--- config.mk ---
export PLATFORM = sky130hd
export DESIGN_NAME = db_arbiter
export DESIGN_NICKNAME = d
export VERILOG_FILES = /design/src/rtl/db_arbiter.sv
export SDC_FILE = /design/constraint.sdc
export NUM_CORES = 1
export LEC_CHECK = 0
export ABC_AREA = 0
export CAP_MARGIN = 15
export CORE_AREA = 2 2 121 123
export DETAILED_ROUTE_END_ITERATION = 8
export DIE_AREA = 0 0 123 125
export PLACE_DENSITY = 0.69
export SYNTH_ARGS = -nofsm -noshare
export SYNTH_HDL_FRONTEND = slang
export SYNTH_SLANG_ARGS = --single-unit
export TNS_END_PERCENT = 100
--- constraint.sdc ---
create_clock -name clk -period 2.15 [get_ports clk]
set_clock_uncertainty 0.1 [all_clocks]
set_input_delay 0.215 -clock clk [delete_from_list [all_inputs] [get_ports clk]]
set_output_delay 0.215 -clock clk [all_outputs]
set_load 0.05 [all_outputs]
--- src/rtl/db_arbiter.sv ---
// Two-master memory-bus arbiter: grant lands 1 cycle after request, owner held until s_ready/timeout/drop.
// No preemption; the loser waits in its request. Round-robin tie-break when DB_ARB_ROUND_ROBIN_EN is defined, else m0 priority.
`ifndef MEM_ACCESS
`define MEM_ACCESS [1:0]
`endif
`ifndef MEM_ACCESS_NONE
`define MEM_ACCESS_NONE 2'b00
`endif
`ifndef MEM_LEN
`define MEM_LEN [1:0]
`endif

module db_arbiter #(
  parameter int TIMEOUT = 255
) (
  input  logic             clk,
  input  logic             res,
  input  logic `MEM_ACCESS m0_accessType,
  input  logic `MEM_LEN    m0_memLen,
  input  logic [31:0]      m0_addr,
  input  logic [31:0]      m0_dataOut,
  input  logic             m0_io,
  output logic             m0_ready,
  output logic [31:0]      m0_dataIn,
  input  logic `MEM_ACCESS m1_accessType,
  input  logic `MEM_LEN    m1_memLen,
  input  logic [31:0]      m1_addr,
  input  logic [31:0]      m1_dataOut,
  input  logic             m1_io,
  output logic             m1_ready,
  output logic [31:0]      m1_dataIn,
  output logic `MEM_ACCESS s_accessType,
  output logic `MEM_LEN    s_memLen,
  output logic [31:0]      s_addr,
  output logic [31:0]      s_dataOut,
  output logic             s_io,
  input  logic             s_ready,
  input  logic [31:0]      s_dataIn,
  output logic [1:0]       grant,
  output logic             bus_err
);

  typedef enum logic [1:0] {IDLE, OWN0, OWN1} state_t;

  localparam logic [15:0] WAIT_LAST = 16'(TIMEOUT - 1);

  state_t      state, state_nxt;
  logic [15:0] wait_cnt, wait_cnt_nxt;
  logic        req0, req1, own_req, done, timeout, win1;

  assign req0 = (m0_accessType != `MEM_ACCESS_NONE);
  assign req1 = (m1_accessType != `MEM_ACCESS_NONE);

`ifdef DB_ARB_ROUND_ROBIN_EN
  logic last1;

  // On a tie, m1 wins only if m0 took the previous grant.
  assign win1 = req1 && (!req0 || !last1);

  always_ff @(posedge clk or negedge res) begin
    if (!res)
      last1 <= 1'b1;
    else if (state == IDLE && (req0 || req1))
      last1 <= win1;
  end
`else
  assign win1 = req1 && !req0;
`endif

  always_ff @(posedge clk or negedge res) begin
    if (!res) begin
      state    <= IDLE;
      wait_cnt <= 16'd0;
    end else begin
      state    <= state_nxt;
      wait_cnt <= wait_cnt_nxt;
    end
  end

  always_comb begin
    own_req      = 1'b0;
    state_nxt    = state;
    wait_cnt_nxt = wait_cnt;
    case (state)
      OWN0:    own_req = req0;
      OWN1:    own_req = req1;
      default: own_req = 1'b0;
    endcase
    done    = own_req && s_ready;
    timeout = own_req && !s_ready && (wait_cnt == WAIT_LAST);

    case (state)
      IDLE: begin
        if (req0 || req1) begin
          state_nxt    = win1 ? OWN1 : OWN0;
          wait_cnt_nxt = 16'd0;
        end
      end
      OWN0, OWN1: begin
        // A dropped request is a master protocol error: release silently.
        if (!own_req || done || timeout)
          state_nxt = IDLE;
        else
          wait_cnt_nxt = wait_cnt + 16'd1;
      end
      default: state_nxt = IDLE;
    endcase
  end

  always_comb begin
    grant        = 2'b00;
    s_accessType = `MEM_ACCESS_NONE;
    s_memLen     = '0;
    s_addr       = 32'h0;
    s_dataOut    = 32'h0;
    s_io         = 1'b0;
    case (state)
      OWN0: begin
        grant        = 2'b01;
        s_accessType = m0_accessType;
        s_memLen     = m0_memLen;
        s_addr       = m0_addr;
        s_dataOut    = m0_dataOut;
        s_io         = m0_io;
      end
      OWN1: begin
        grant        = 2'b10;
        s_accessType = m1_accessType;
        s_memLen     = m1_memLen;
        s_addr       = m1_addr;
        s_dataOut    = m1_dataOut;
        s_io         = m1_io;
      end
      default: ;
    endcase
  end

  // On timeout the owner is released with ready and zero data.
  assign bus_err   = timeout;
  assign m0_ready  = grant[0] && (done || timeout);
  assign m1_ready  = grant[1] && (done || timeout);
  assign m0_dataIn = (grant[0] && timeout) ? 32'h0 : s_dataIn;
  assign m1_dataIn = (grant[1] && timeout) ? 32'h0 : s_dataIn;

endmodule

==> results by group <==
Outcome
  – Status: finished with violations
  – Failing checks: setup timing

Setup path
  – FF-to-FF setup slack: 0 ps
  – CP Launch Type: register
  – Maximum fanout along the worst path: 7
  – Reg-to-Reg Start: state[0]
  – R2r endpoint: wait_cnt[14]
  – Path depth of the worst reg2reg path: 9
  – Worst EP required: 1840 ps
  – Critical Path End Type: primary output
  – Crit path arrival time: 2170 ps
  – Crit path kind: register to primary output

CTS
  – Max Root-Sink Buffers: 2
  – TritonCTS buffer count: 3
  – TritonCTS Sinks: 18
  – CTS tree: done
  – Root buffer cell: clkbuf_16
  – Clk_lat worst skew: 250 ps
  – Hold buffer count at CTS: 0
  – H-tree depth: 1
  – CTS clk-pin slew, worst paths: 50 ps

Job
  – Max-cap check violation count: 0

Die
  – Total core area: 0.0142 mm^2
  – Die span in y: 125 um
  – I/O pins: 311
  – Starting density of the core: 0.200
  – Die ar.: 0.0154 mm^2
  – Die W: 123 um
  – Core Rows: 44

STA
  – Final Max Tran Viols: 0
  – Worst slew margin: 0.669
  – Final number of hold-violating endpoints: 0
  – Fin crit period: 2490 ps
  – Final setup TNS: -19,310 ps
  – Final Setup Violations: 67
  – Crit share post-route: 1.16
  – Fmax: 402 MHz
  – Setup ws final: -336 ps
  – Worst Tran Pin Value: 496 ps
  – RSZ-0062 raised after global routing: yes

Placed design
  – Port-buffer cells: 310
  – Dpl hpwl: 11,900 um
  – Cells after DPL: 885
  – Placed Area: 0.00732 mm^2
  – GPL Wtd Cong: 0.817

Yosys
  – Synth Cell Area: 0.00285 mm^2
  – Number of flops mapped to enable cells by yosys: 0
  – Top cell type's share of synthesized area: 0.182
  – Syn Inst Count: 381
  – Synth Warn #: 0
  – Synth top cells by count: a22oi_1 (69), nor2b_1 (69), and2_1 (61), clkbuf_1 (22), nand2_1 (19)
  – Post-synthesis sequential area ratio: 0.158
  – Synth unique cells: 49
  – Net Count, Synth: 561
  – Synth area leaders: a22oi_1 (18%), dfrtp_1 (16%), nor2b_1 (15%)
  – Avg Inst Size Synth: 7.47 um^2
  – Top FF cell, synth: dfrtp_1
  – Ys async rst share: 1.00
  – FF+latch count, synth: 18
  – Area leader, netlist: a22oi_1

Route
  – Number of routed nets with antenna violations: 0
  – Drt initial violations: 134
  – Vias per cell: 4.74
  – Wirelength per Cell: 17.1 um
  – DRT Wirelength: 15,400 um
  – DR DRC count: 0
  – Via count: 4,274
  – Initial DRT Pass Iterations: 4

Finish
  – Cell area after layout: 0.00805 mm^2
  – Share of post-route cells with drive strength above 1: 0.506
  – Sequential cell area: 450 um^2
  – Fin nets: 898
  – # fillers: 1,229
  – Area of the multi-input gates: 0.00272 mm^2
  – Synth-to-layout area growth: 183%
  – Number of diodes: 0
  – Final std cells w/o fill: 901

Global route
  – Total gr overflow: 0
  – Global-route wire length before repair: 23,500 um
  – Vias in the first global route: 4,289
  – Tot GR Track Use: 0.192
  – Largest net degree at the start of global routing: 70
  – Antenna violations before repair: 0

Power
  – Pleak: 3.28 nW
  – Pwr/cell area: 1180 mW/mm^2
  – Max IR drop VDD: 760 uV

Hold path
  – Hold crit path type: input pin to asynchronous set/reset pin
-- power by group --
group | switching [mW] | internal [mW] | total [mW]
Combinational | 4.45 | 4.13 | 8.59
Sequential | 0.0770 | 0.435 | 0.512
Clock | 0.136 | 0.284 | 0.420
-- worst max-delay path: stages (launching register included) --
cell	delay [ps]
dfrtp_1	380
inv_2	80
ha_4	130
and4b_2	250
nand4_4	140
nor3b_4	260
buf_6	160
nand2_8	80
buf_16	160
and2_4	130
buf_6	150
-- cell usage in the layout, fill, tap and decap left out, drive strengths merged, types with 2 or more instances in the layout --
master / count
a21oi: 6
a22o: 2
a22oi: 69
a41o: 2
and2: 65
and3: 5
and4: 2
buf: 194
clkbuf: 4
clkdlybuf4s50: 172
dfrtp: 18
ha: 7
inv: 6
nand2: 23
nand3: 16
nand4: 8
nand4b: 4
nor2: 7
nor2b: 69
nor3: 6
nor3b: 2
nor4b: 2
o211ai: 4
o21ai: 4
or4b: 5
-- flip-flops by register name (all words and copies together), names as in the netlist --
name / count
wait_cnt: 16
state: 2
-- what timing repair did --
action / in CTS / in global routing
setup buffers: 6 / 1
pin swaps: 4 / 3
resized for setup: 101 / 11
endpoints found under the setup margin: 142 / 119
cloned: 6 / 0
-- layer usage --
layer | global-route usage | part of all wire | up-vias
met5 | 0 | 0 | -
met1 | 0.221 | 0.38 | 2039
met4 | 0.0408 | 0.023 | 0
li1 | - | - | 2050
met2 | 0.367 | 0.55 | 161
met3 | 0.0301 | 0.049 | 24
-- how the worst max path moves through the flow --
stage                    end  depth (start not counted)              from
6_report       m1_dataIn[29]                         10       wait_cnt[0]
4_1_cts        m1_dataIn[19]                         10       wait_cnt[0]
5_1_grt        m1_dataIn[19]                         10          state[1]
3_5_place_dp    m0_dataIn[0]                          7  m0_accessType[1]
3_3_place_gp    m0_dataIn[0]                          7  m0_accessType[1]
2_1_floorplan  m0_dataIn[10]                          8          state[0]
-- layout make-up --
class / count / area share
clock buffer: 4 / 0.0110
inverter: 6 / 0.00280
multi-input combinational: 322 / 0.338
sequential: 18 / 0.0560
tap: 184 / 0.0286
timing repair buffer: 367 / 0.564
-- stage by stage --
stage / worst slack [ps] / utilization / hold WS (ps) / total power [mW]
after floorplan: -297 / - / -181 / 5.08
after global routing: -433 / 0.567 / 239 / 9.94
final: -336 / 0.567 / 207 / 9.52
after CTS: -339 / 0.563 / 223 / 9.51
after detailed placement: -364 / 0.516 / 461 / 8.51
after global placement: -261 / 0.516 / 450 / 8.41
-- cell families (layout without fill, tap and decap cells) --
| group | after synthesis | after routing | share of synthesized area |
|---|---|---|---|
| AO/OA/AOI/OAI | 95 | 95 | 0.247 |
| adder cells (fa/ha/maj) | 7 | 7 | 0.0308 |
| buffers and inverters | 43 | 377 | 0.0765 |
| flip-flops | 18 | 18 | 0.158 |
| AND/OR/NAND/NOR | 218 | 220 | 0.487 |
Power figures use the tool's default switching activity.
